--- src/rtl/serial_adder_pkg.sv ---
// serial_adder_pkg: FSM state encoding and default operand width for the bit-serial adder.
package serial_adder_pkg;
  localparam int DEFAULT_WIDTH = 8;
  typedef enum logic [1:0] {
    IDLE = 2'd0,
    RUN  = 2'd1,
    DONE = 2'd2
  } state_t;
endpackage

--- src/rtl/serial_adder_if.sv ---
// serial_adder_if: operand/start request and registered result bundle of the bit-serial adder.
interface serial_adder_if import serial_adder_pkg::*; #(parameter int WIDTH = DEFAULT_WIDTH);
  logic             SA_start;
  logic [WIDTH-1:0] SA_a;
  logic [WIDTH-1:0] SA_b;
  logic             SA_cin;
  logic             SA_busy;
  logic             SA_done;
  logic [WIDTH-1:0] SA_sum;
  logic             SA_cout;
  modport master (output SA_start, SA_a, SA_b, SA_cin, input SA_busy, SA_done, SA_sum, SA_cout);
  modport slave  (input SA_start, SA_a, SA_b, SA_cin, output SA_busy, SA_done, SA_sum, SA_cout);
endinterface

--- src/rtl/serial_adder_full_adder.sv ---
// full_adder: single-bit full adder cell shared by the ripple and serial adders.
module full_adder (
  input  logic FA_in1,
  input  logic FA_in2,
  input  logic FA_cin,
  output logic FA_sum,
  output logic FA_cout
);
  assign FA_sum  = FA_in1 ^ FA_in2 ^ FA_cin;
  assign FA_cout = (FA_in1 & FA_in2) | (FA_cin & (FA_in1 ^ FA_in2));
endmodule

--- src/rtl/serial_adder.sv ---
// serial_adder: LSB-first bit-serial WIDTH-bit adder using one full_adder and a registered carry.
module serial_adder import serial_adder_pkg::*; #(
  parameter int WIDTH = DEFAULT_WIDTH
) (
  input logic          clk,
  input logic          rst_n,
  serial_adder_if.slave bus
);
  localparam int CW = $clog2(WIDTH);
  state_t           state;
  logic [WIDTH-1:0] a_sr;
  logic [WIDTH-1:0] b_sr;
  logic [WIDTH-2:0] sum_sr;
  logic [CW-1:0]    cnt;
  logic             carry;
  logic             busy;
  logic             done;
  logic [WIDTH-1:0] sum;
  logic             cout;
  logic             fa_sum;
  logic             fa_cout;
  logic [WIDTH-1:0] sum_next;
  logic             last;
  full_adder u_fa (
    .FA_in1 (a_sr[0]),
    .FA_in2 (b_sr[0]),
    .FA_cin (carry),
    .FA_sum (fa_sum),
    .FA_cout(fa_cout)
  );
  // Only WIDTH-1 partial bits need storing; the final bit joins them on the last edge.
  assign sum_next = {fa_sum, sum_sr};
  assign last     = cnt == CW'(WIDTH - 1);
  always_ff @(posedge clk or negedge rst_n) begin
    if (!rst_n) begin
      state  <= IDLE;
      a_sr   <= '0;
      b_sr   <= '0;
      sum_sr <= '0;
      cnt    <= '0;
      carry  <= 1'b0;
      busy   <= 1'b0;
      done   <= 1'b0;
      sum    <= '0;
      cout   <= 1'b0;
    end else begin
      done <= 1'b0;
      case (state)
        IDLE, DONE: begin
          busy  <= bus.SA_start;
          state <= bus.SA_start ? RUN : IDLE;
          if (bus.SA_start) begin
            a_sr  <= bus.SA_a;
            b_sr  <= bus.SA_b;
            carry <= bus.SA_cin;
            cnt   <= '0;
          end
        end
        RUN: begin
          a_sr   <= a_sr >> 1;
          b_sr   <= b_sr >> 1;
          sum_sr <= sum_next[WIDTH-1:1];
          carry  <= fa_cout;
          cnt    <= last ? cnt : cnt + 1'b1;
          if (last) begin
            sum   <= sum_next;
            cout  <= fa_cout;
            busy  <= 1'b0;
            done  <= 1'b1;
            state <= DONE;
          end
        end
        default: begin
          busy  <= 1'b0;
          state <= IDLE;
        end
      endcase
    end
  end
  assign bus.SA_busy = busy;
  assign bus.SA_done = done;
  assign bus.SA_sum  = sum;
  assign bus.SA_cout = cout;
endmodule

--- src/flat_wrapper.sv ---
// flat-port wrapper written by rule: the top's interface ports become plain ports
module serial_adder_flat import serial_adder_pkg::*;
#(
  parameter int WIDTH = DEFAULT_WIDTH
)
  (clk, rst_n, bus_SA_start, bus_SA_a, bus_SA_b, bus_SA_cin, bus_SA_busy, bus_SA_done, bus_SA_sum, bus_SA_cout);
  serial_adder_if #(.WIDTH(WIDTH)) bus_i ();
  input logic clk;
  input logic rst_n;
  input wire logic [$bits(bus_i.SA_start)-1:0] bus_SA_start;
  input wire logic [$bits(bus_i.SA_a)-1:0] bus_SA_a;
  input wire logic [$bits(bus_i.SA_b)-1:0] bus_SA_b;
  input wire logic [$bits(bus_i.SA_cin)-1:0] bus_SA_cin;
  output wire logic [$bits(bus_i.SA_busy)-1:0] bus_SA_busy;
  output wire logic [$bits(bus_i.SA_done)-1:0] bus_SA_done;
  output wire logic [$bits(bus_i.SA_sum)-1:0] bus_SA_sum;
  output wire logic [$bits(bus_i.SA_cout)-1:0] bus_SA_cout;
  assign bus_i.SA_start = bus_SA_start;
  assign bus_i.SA_a = bus_SA_a;
  assign bus_i.SA_b = bus_SA_b;
  assign bus_i.SA_cin = bus_SA_cin;
  assign bus_SA_busy = bus_i.SA_busy;
  assign bus_SA_done = bus_i.SA_done;
  assign bus_SA_sum = bus_i.SA_sum;
  assign bus_SA_cout = bus_i.SA_cout;
  serial_adder #(.WIDTH(WIDTH)) u_core (.clk(clk), .rst_n(rst_n), .bus(bus_i));
endmodule
--- config.mk ---
export PLATFORM = sky130hd
export DESIGN_NAME = serial_adder_flat
export DESIGN_NICKNAME = d
export VERILOG_FILES = /design/src/rtl/serial_adder_pkg.sv /design/src/rtl/serial_adder_if.sv /design/src/rtl/serial_adder_full_adder.sv /design/src/rtl/serial_adder.sv /design/src/flat_wrapper.sv
export SDC_FILE = /design/constraint.sdc
export NUM_CORES = 1
export LEC_CHECK = 0
export ABC_AREA = 1
export BUFFER_PORTS_ARGS = -buffer_cell sky130_fd_sc_hd__buf_2
export CELL_PAD_IN_SITES_DETAIL_PLACEMENT = 1
export CELL_PAD_IN_SITES_GLOBAL_PLACEMENT = 2
export CORE_MARGIN = 2
export CORE_UTILIZATION = 36
export CTS_CLUSTER_SIZE = 20
export DETAILED_ROUTE_END_ITERATION = 8
export PLACE_DENSITY_LB_ADDON = 0.1
export SYNTH_ARGS = -nofsm -noshare
export SYNTH_HDL_FRONTEND = slang
export SYNTH_SLANG_ARGS = --single-unit
--- constraint.sdc ---
create_clock -name clk -period 2.65 [get_ports clk]
set_input_delay 0.3975 -clock clk [delete_from_list [all_inputs] [get_ports clk]]
set_output_delay 0.3975 -clock clk [all_outputs]
set_load 0.01 [all_outputs]
==> run summary, run 1 <==
================================================================================
Die Span Y                                                              77.89 um
Final critical-path setup slack                                         1.105 ns
Final GP Congestion                                                       0.6905
Half-perimeter wire length after placement                               2682 um
Proportion of layout cells with a drive suffix above 1                    0.2077
Peak fanout along the critical path                                           18
Post-cts resize count                                                          0
Number of storage elements in the synthesis netlist                           40
GR met3 Demand/Resource                                                  0.03721
Number of nets in the layout                                                 282
Vias                                                                        1474
Post-placement setup slack                                              1.095 ns
Tcrit/Tclk final                                                          0.5829
MaxCap Viol Count                                                              0
Switching power as a share of total power                                 0.3932
Max-slew violation count                                                       0
Worst setup path class                                              flop to flop
Final design area excluding fillers                                    2241 um^2
Top-count cell post-synth                                                nand2_1
Final antenna-violating net count                                              0
Mapped Nets                                                                  253
Setup violation total in the final timing report                               0
Ratio of routed vias to standard cells                                     4.467
Grt ovf                                                                        0
Power density over the cells                                        1151 nW/um^2
Clock Root Buffer                                                       clkbuf_8
Die boundary width                                                      77.89 um
Clk Latency, worst-skew pair                                             0.29 ns
Dominant cell type by area after synthesis                               dfrtp_1
Clock sink count                                                              40
CTS HTree Levels                                                               2
Top-area cell type share of the netlist area                              0.5092
Max-Slew Margin vs Limit                                                  0.3884
Core Box Area                                                          5172 um^2
Outcome                                                                completed
Clock tree from TritonCTS                                                    yes
Post-CTS setup buffer count                                                    0
Mapped Area                                                            1966 um^2
Int Pwr                                                               0.001566 W
Sequential fraction of design power                                        0.402
Core utilization of the finished layout                                   0.4332
CP Capture Type                                                             flop
Synthesized area per cell                                             8.546 um^2
Critical Path RT                                                         2.88 ns
Gate count of the mapped netlist                                             230
Clock buffers created by TritonCTS                                             5
Cell types with the largest area share after synthesis              dfrtp_1 (51%), nand2_1 (14%), nand3_1 (8.7%), inv_1 (8.4%), buf_6 (4.0%)
Global Route Usage Sum                                                    0.1564
Effective utilization at floorplan                                        0.3800
Maximum clock path buffer count                                                2
DRC marker count from the first detailed-route iteration                      79
Count of hold-fix buffers inserted at cts                                      0
CP arrival                                                               1.77 ns
Worst Clk Skew                                                       0.008202 ns
Final wirelength                                                         3931 um
Min Tclk post-route                                                     1.545 ns
Placed instance area                                                   2120 um^2
Maximum ir drop on the vdd rail                                        0.4994 mV
Relative contribution of combinational cells to total power                0.395
Number of buffers added on ports                                              30
Standby leakage power                                                   1.279 nW
Clock network fraction of design power                                     0.204
Most common flop cell mapped by yosys                                    dfrtp_1
Accumulated negative setup slack                                            0 ns
Share of flip-flops with an asynchronous set or reset                      1.000
Pre-antenna DRT Iters                                                          4
Number of enable-type register cells in the synthesized netlist                0
Wire length of the first global-routing pass                             7493 um
Highest-utilization routing layer at the global route stage                 met2
Startpoint kind of the worst setup timing path                              flop
YS warnings                                                                    0
Yosys cell types                                                              19
Most common library cells after synthesis                           nand2_1 (72), inv_1 (44), dfrtp_1 (40), nand3_1 (34), o21ai_0 (9)
Met1 global-route usage                                                   0.2144
Max Clock Freq                                                        0.6474 GHz
Total DRC errors in the routed layout                                          0
Met2 global-route usage                                                   0.2405
Number of diodes                                                               0
Number of antenna violations at the first check in global routing              0
Clock Pin Slew Worst Setup and Hold Paths                                0.08 ns
Largest net degree at the start of global routing                             41
Fraction of the yosys area taken by sequential cells                      0.5092
Net Switching                                                         0.001015 W
P&R area growth vs syn                                                    14.00%
Count of endpoints failing hold in the final timing report                     0
RSZ-0062 raised after global routing                                          no
WL per Instance                                                         11.91 um
Slew of the pin with the lowest slew margin                            0.9173 ns
Row count                                                                     26
Min-delay worst type                                                input port to asynchronous set/reset pin
Overall die area                                                       6067 um^2
Vias in the first global route                                              1590
Boundary Pins                                                                 31
================================================================================
-- worst max-delay path, cell delays in order, from the launching register on --
cell and delay [ns]:
dfrtp_1 0.59, buf_4 0.27, inv_1 0.09, nand2_4 0.12, nand2_8 0.12, inv_6 0.15, nand2_1 0.07, nand2_1 0.06
-- path summary, 6_finish.rpt --
kind | start | end | slack [ns] | cells after the start
setup / recovery | u_core.state[0] | u_core.a_sr[4] | 1.11 | 7
hold / removal | rst_n | u_core.b_sr[4] | 0.24 | 1
setup reg to reg | u_core.state[0] | u_core.a_sr[4] | 1.11 | 7
hold reg to reg | u_core.bus.SA_sum[0] | u_core.bus.SA_sum[0] | 0.48 | 2
max in group asynchronous | rst_n | u_core.state[0] | 1.84 | 1
min in group clk | bus_SA_b[7] | u_core.b_sr[7] | 0.32 | 3
-- power groups by stage --
stage / registers [W] / logic [W] / clock network [W]
after detailed placement: 0.00105 / 0.00105 / 0
after CTS: 0.00104 / 0.00105 / 0.000545
final: 0.00104 / 0.00102 / 0.000526
after floorplan: 0.00104 / 0.000841 / 0
after global placement: 0.00105 / 0.00103 / 0
after global routing: 0.00108 / 0.00123 / 0.000570
-- cell type report --
type                    count  area (um^2)
repair buffers             31        157.7
flip-flops and latches     40         1001
multi-input cells         135        693.2
clock inverters             2        38.79
clock buffers               6        82.58
well taps                  70        87.58
fillers                   639         2932
inverters                  46        180.2
-- stage by stage --
step,hold WS (ns),instances,total power [W]
global route,0.2913,330,0.002878
floorplan,0.1019,230,0.001880
detailed placement,0.4637,322,0.002098
global placement,0.4618,322,0.002079
finish,0.2365,330,0.002580
CTS,0.2714,330,0.002640
-- cells by family (layout without fill, tap and decap cells) --
logic type,Yosys count,in the layout,share of synthesized area
flops,40,40,0.5092
simple gates,115,115,0.2712
compound gates,17,17,0.05856
fa+ha+maj,3,3,0.02291
buf+inv,55,85,0.1381
-- registers in the layout (all words and copies together) (netlist names) --
register,cells
u_core.a_sr,8
u_core.b_sr,8
u_core.bus.SA_busy,1
u_core.bus.SA_cout,1
u_core.bus.SA_done,1
u_core.bus.SA_sum,8
u_core.carry,1
u_core.cnt,3
u_core.state,2
u_core.sum_sr,7
-- layer usage --
metal  vias up  routed length, um  share of wire
li1        757                  -              -
met1       682               1999           0.51
met2        27               1722           0.44
met3         8                147          0.037
met4         0                 61          0.016
met5         -                  0              0
-- cell usage in the layout (no fill, tap or decap) --
| master | instances |
|---|---|
| inv_1 | 44 |
| nand4_1 | 1 |
| inv_4 | 1 |
| fa_1 | 1 |
| nand2_1 | 72 |
| nand2_4 | 1 |
| dfrtp_1 | 40 |
| clkinv_4 | 1 |
| nand3_1 | 34 |
| nand2_2 | 1 |
| nor2_1 | 3 |
| o21ai_2 | 8 |
| buf_2 | 30 |
| clkbuf_8 | 6 |
| bufinv_16 | 1 |
| o21ai_0 | 9 |
| nand3_4 | 1 |
| nand2_8 | 2 |
| buf_4 | 1 |
| ha_1 | 2 |
| inv_6 | 1 |
No activity file was read; power rests on OpenSTA's default activity.
==> inputs of run 2 (changes only) <==
- CORE_UTILIZATION: 36 -> 33
- clock period: 2.65 -> 1.6 ns (I/O delays scaled with it)
==> run 2 against run 1 <==
  * Clock skew shrank 0.00078 ns
  * Maximum frequency grew 10%
  * Sequential share of layout area shrank 1.1 points
  * Total power grew 71%
  * Critical path type unchanged
  * Largest cell class unchanged
  * Largest power group unchanged
  * Highest routed layer unchanged
==> run summary, run 2 (synthesis gave the netlist of run 1 again) <==
================================================================================
Half-perimeter wire length after placement                               2741 um   +2.2%
MaxCap Viol Count                                                              0   unchanged
Worst setup path class                                              flop to flop
CP arrival                                                               1.59 ns   -0.18 ns
Final antenna-violating net count                                              0   unchanged
Number of nets in the layout                                                 286   +1.4%
Max-slew violation count                                                       0   unchanged
Final GP Congestion                                                       0.7101   +2.8%
Die boundary width                                                      81.18 um   +4.2%
FF-to-FF Start                                                      u_core.cnt[0]
DRC marker count from the first detailed-route iteration                      78   -1.3%
Final critical-path setup slack                                        0.1954 ns   -0.9098 ns
Proportion of layout cells with a drive suffix above 1                    0.2129   +0.005235
Total DRC errors in the routed layout                                          0   unchanged
Maximum ir drop on the vdd rail                                        0.5388 mV   +7.9%
Worst Clk Skew                                                       0.007425 ns   -0.0007774 ns
Grt ovf                                                                        0   unchanged
Vias                                                                        1492   +1.2%
Number of buffers added on ports                                              30   unchanged
P&R area growth vs syn                                                    17.00%
M1 wire length                                                           2018 um   +0.95%
Leading cell type in the layout, fill and taps excluded                  nand2_1
Overall die area                                                       6590 um^2   +8.6%
Post-cts resize count                                                          0   unchanged
Boundary Pins                                                                 31   unchanged
Core Box Area                                                          5851 um^2   +13%
First element of the critical path                                  u_core.cnt[0]
Clock Root Buffer                                                       clkbuf_8
Highest metal used                                                          met4
Post-CTS setup buffer count                                                    0   unchanged
Clock buffers created by TritonCTS                                             5   unchanged
Global Route Usage Sum                                                    0.1449   -0.01150
Post-placement setup slack                                             0.2039 ns   -0.8909 ns
Peak fanout along the critical path                                           19   +1
Largest net degree at the start of global routing                             41   unchanged
Max-Slew Margin vs Limit                                                  0.7530   +0.3646
Flop2flop setup slack                                                    0.20 ns   -0.91 ns
Slew of the pin with the lowest slew margin                            0.3705 ns   -0.5469 ns
Power density over the cells                                        1913 nW/um^2   +66%
CP Capture Type                                                             flop
Count of endpoints failing hold in the final timing report                     0   unchanged
Critical Path RT                                                         1.79 ns   -1.09 ns
RSZ-0062 raised after global routing                                          no
Number of antenna violations at the first check in global routing              0   unchanged
Pre-antenna DRT Iters                                                          4   unchanged
CTS HTree Levels                                                               2   unchanged
Row count                                                                     28   +7.7%
Routed length on met2                                                    1850 um   +7.4%
WL per Instance                                                         12.16 um   +2.1%
Wire length of the first global-routing pass                             7196 um   -4.0%
Min-delay worst type                                                input port to flop
Met3 wire length                                                          185 um   +26%
Count of hold-fix buffers inserted at cts                                      1   +1
Die Span Y                                                              81.18 um   +4.2%
Setup violation total in the final timing report                               0   unchanged
Max Clock Freq                                                        0.7120 GHz   +10%
Outcome                                                                completed
Accumulated negative setup slack                                            0 ns   unchanged
Maximum clock path buffer count                                                2   unchanged
Clock Pin Slew Worst Setup and Hold Paths                                0.08 ns   about the same
Most frequent cells in the layout                                   nand2_1 (72), inv_1 (44), dfrtp_1 (40)
Depth of the most critical reg-to-reg path                                     6   -1
Ratio of routed vias to standard cells                                     4.414   -1.2%
Final wirelength                                                         4109 um   +4.5%
Tcrit/Tclk final                                                          0.8778   +0.2949
Clock tree from TritonCTS                                                    yes
Effective utilization at floorplan                                        0.3360   -0.04405
Number of diodes                                                               0   unchanged
Standby leakage power                                                   1.305 nW   +2.0%
Critical R2R Capture                                                u_core.bus.SA_sum[0]
Clock sink count                                                              40   unchanged
Min Tclk post-route                                                     1.405 ns   -0.1402 ns
Vias in the first global route                                              1534   -3.5%
Clk Latency, worst-skew pair                                             0.29 ns   about the same
Worst setup path endpoint                                           u_core.bus.SA_sum[0]
Startpoint kind of the worst setup timing path                              flop
================================================================================
run 2: cell count changes in the layout (fill, tap and decap cells not counted), sizes merged:
cell         delta
clkbuf          -1
bufinv          +1
dlygate4sd3     +1
buf             +3
clkinv          -1
run 2: area by class of cell:
type	instances	area [um^2]
Multi-Input combinational cell	135	693.2
Clock buffer	5	68.82
Sequential cell	40	1001
Tap cell	75	93.84
Clock inverter	2	60.06
Timing Repair Buffer	35	202.7
Fill cell	713	3551
Inverter	46	180.2
run 2: routing by layer:
layer / track usage / vias up
met5: 0 / -
met4: 0.04576 / 0
met3: 0.04556 / 7
met2: 0.2273 / 25
met1: 0.1906 / 696
li1: - / 764
run 2: per-stage QoR:
stage	instance area (um^2)	total power, W	hold slack, ns	utilization	instances
finish	2300	0.004400	0.1786	0.3931	338
floorplan	1966	0.003114	-0.05559	-	230
CTS	2300	0.004505	0.1716	0.3931	338
global placement	2161	0.003473	0.2356	0.3693	330
global route	2300	0.004883	0.1953	0.3931	338
detailed placement	2161	0.003511	0.2400	0.3693	330
run 2: how the worst min path moves through the flow:
stage                            from          endpoint  slack [ns]  depth (start not counted)
final                     bus_SA_b[7]    u_core.b_sr[7]        0.18                          3
after global routing      bus_SA_a[7]    u_core.a_sr[7]        0.20                          3
after CTS                 bus_SA_a[7]    u_core.a_sr[7]        0.17                          3
after detailed placement        rst_n  u_core.sum_sr[1]        0.24                          2
after global placement          rst_n  u_core.sum_sr[1]        0.24                          2
after floorplan                 rst_n    u_core.a_sr[0]       -0.06                          0
run 2: report_power, final:
group	switching [W]	internal [W]
clock network	0.000351	0.000614
registers	0.000259	0.00146
logic	0.00107	0.000650
run 2: worst max-delay path, stage by stage (launching register included):
cell     delay [ns]
dfrtp_1        0.41
ha_1           0.21
ha_1           0.22
nand3_4        0.25
inv_1          0.10
nand2_1        0.07
nand2_1        0.05
==> inputs of run 3 (changes only) <==
- clock period: 1.6 -> 1.47 ns (I/O delays scaled with it)
==> run 3 against run 2 <==
  * Via count grew 1.3%
  * Final area rose by 0.44%
  * Register-to-register slack lost 0.08 ns
  * Utilization increased by 0.17 points
  * Final cell count rose by 0.59%
  * Global-route usage decreased by 0.12 points
  * Combinational power increased by 12%
  * Routed wire length decreased by 2.9%
  * Hold slack got worse by 0.044 ns
  * Count of clock-buffer cells in the layout unchanged
  * Maximum frequency up 3.8%
  * Critical endpoint unchanged
==> run summary, run 3 (synthesis gave the netlist of run 1 again) <==
================================================================================
Outcome                                                                completed
Die Span Y                                                              81.18 um   unchanged
Pre-antenna DRT Iters                                                          4   unchanged
WL per Instance                                                         11.73 um   -3.5%
Startpoint kind of the worst setup timing path                              flop
CP arrival                                                               1.55 ns   -0.04 ns
Slew of the pin with the lowest slew margin                            0.3902 ns   +0.01968 ns
Net Switching                                                         0.001861 W   +11%
Count of endpoints failing hold in the final timing report                     0   unchanged
Clk Latency, worst-skew pair                                             0.30 ns   about the same
Switching power as a share of total power                                 0.3953   +0.01410
Effective utilization at floorplan                                        0.3360   unchanged
Clock network fraction of design power                                     0.194   -0.025
Worst setup path class                                              flop to flop
Sequential fraction of design power                                        0.396   +0.006
Peak fanout along the critical path                                           19   unchanged
Critical Path RT                                                         1.67 ns   -0.12 ns
Standby leakage power                                                   1.309 nW   +0.28%
Wire length of the first global-routing pass                             7093 um   -1.4%
P&R area growth vs syn                                                    17.51%
RSZ-0062 raised after global routing                                         yes
Max-Slew Margin vs Limit                                                  0.7399   -0.01312
Final critical-path setup slack                                        0.1174 ns   -0.07807 ns
Met1 global-route usage                                                   0.1932   +0.002524
Global Route Usage Sum                                                    0.1436   -0.001243
Final wirelength                                                         3988 um   -2.9%
Final antenna-violating net count                                              0   unchanged
Final cell count without fillers                                             340   +0.59%
Post-CTS setup buffer count                                                    0   unchanged
Post-placement setup slack                                            0.07484 ns   -0.1291 ns
Row count                                                                     28   unchanged
Leading cell type in the layout, fill and taps excluded                  nand2_1
MaxCap Viol Count                                                              0   unchanged
CTS HTree Levels                                                               2   unchanged
Final GP Congestion                                                       0.6905   -2.8%
Number of buffers added on ports                                              30   unchanged
Worst Clk Skew                                                       0.001853 ns   -0.005571 ns
Number of antenna violations at the first check in global routing              0   unchanged
Vias                                                                        1512   +1.3%
Max Clock Freq                                                        0.7393 GHz   +3.8%
Final design area excluding fillers                                    2310 um^2   +0.44%
Grt ovf                                                                        0   unchanged
Hold Worst Slack                                                       0.1342 ns   -0.04438 ns
DRC marker count from the first detailed-route iteration                      54   -31%
Number of diodes                                                               0   unchanged
Setup violation total in the final timing report                               0   unchanged
Met2 global-route usage                                                   0.2116   -0.01570
Ratio of routed vias to standard cells                                     4.447   +0.74%
Power density over the cells                                        2038 nW/um^2   +6.5%
Core Box Area                                                          5851 um^2   unchanged
Total placed cells including tap cells                                       331   +0.30%
Relative contribution of combinational cells to total power                0.410   +0.020
Highest-utilization routing layer at the global route stage                 met2
Number of nets in the layout                                                 287   +0.35%
Min Tclk post-route                                                     1.353 ns   -0.05193 ns
Die boundary width                                                      81.18 um   unchanged
Half-perimeter wire length after placement                               2732 um   -0.35%
Boundary Pins                                                                 31   unchanged
Overall die area                                                       6590 um^2   unchanged
Tcrit/Tclk final                                                          0.9202   +0.04231
Total DRC errors in the routed layout                                          0   unchanged
Clock tree from TritonCTS                                                    yes
Sum of internal, switching and leakage power                          0.004706 W   +7.0%
Maximum ir drop on the vdd rail                                        0.7689 mV   +43%
Largest net degree at the start of global routing                             27   -34%
Clock buffers created by TritonCTS                                             5   unchanged
Placed instance area                                                   2181 um^2   +0.93%
CP Capture Type                                                             flop
Clock sink count                                                              40   unchanged
GR met3 Demand/Resource                                                  0.03000   -0.01556
Clock Root Buffer                                                       clkbuf_8
Vias in the first global route                                              1499   -2.3%
Maximum clock path buffer count                                                2   unchanged
Int Pwr                                                               0.002846 W   +4.5%
Proportion of layout cells with a drive suffix above 1                    0.2264   +0.01349
Most frequent cells in the layout                                   nand2_1 (71), inv_1 (44), dfrtp_1 (40)
Max-slew violation count                                                       0   unchanged
Min-delay worst type                                                input port to flop
Clock Pin Slew Worst Setup and Hold Paths                                0.08 ns   about the same
================================================================================
run 3: cell type report:
cell class | instances | area (um^2)
Sequential cell | 40 | 1001
Tap cell | 75 | 93.84
Fill cell | 712 | 3541
Multi-Input combinational cell | 135 | 700.7
Clock inverter | 3 | 42.54
Clock buffer | 5 | 68.82
Timing Repair Buffer | 36 | 222.7
Inverter | 46 | 180.2
run 3: path summary, 6_finish.rpt:
check,start,end,slack [ns],cells past startpoint
min,bus_SA_a[7],u_core.a_sr[7],0.13,3
max in group asynchronous,rst_n,u_core.a_sr[7],0.64,3
max reg2reg,u_core.cnt[0],u_core.bus.SA_sum[0],0.12,6
min reg2reg,u_core.sum_sr[0],u_core.bus.SA_sum[0],0.48,2
max,u_core.cnt[0],u_core.bus.SA_sum[0],0.12,6
min in group asynchronous,rst_n,u_core.bus.SA_sum[2],0.37,2
run 3: power groups by stage:
stage | Clock, W | Combinational (W) | Sequential [W]
final | 0.000914 | 0.00193 | 0.00186
after floorplan | 0 | 0.00152 | 0.00187
after global routing | 0.000987 | 0.00229 | 0.00193
after global placement | 0 | 0.00195 | 0.00189
after CTS | 0.000947 | 0.00199 | 0.00187
after detailed placement | 0 | 0.00197 | 0.00190
run 3: metrics by stage:
stage / util / setup TNS [ns]
after floorplan: - / 0
after detailed placement: 0.3728 / 0
after CTS: 0.3935 / 0
after global routing: 0.3948 / -0.01663
final: 0.3948 / 0
after global placement: 0.3728 / 0
run 3: worst max-delay path, cell delays in order (launching register included):
cell and delay [ns]:
dfrtp_1 0.41, ha_1 0.21, ha_1 0.22, nand3_4 0.21, inv_1 0.09, nand2_1 0.06, nand2_1 0.04
run 3: repair_timing:
item / in CTS / in global routing
endpoints found under the hold margin: 14 / 0
setup endpoints to repair: 0 / 4
hold buffers: 1 / 0
gates resized for setup: 0 / 2
run 3: per-layer routing:
metal | part of all wire | up-vias
met5 | 0 | -
met4 | 0.021 | 0
met3 | 0.046 | 8
met2 | 0.42 | 31
met1 | 0.51 | 706
li1 | - | 767
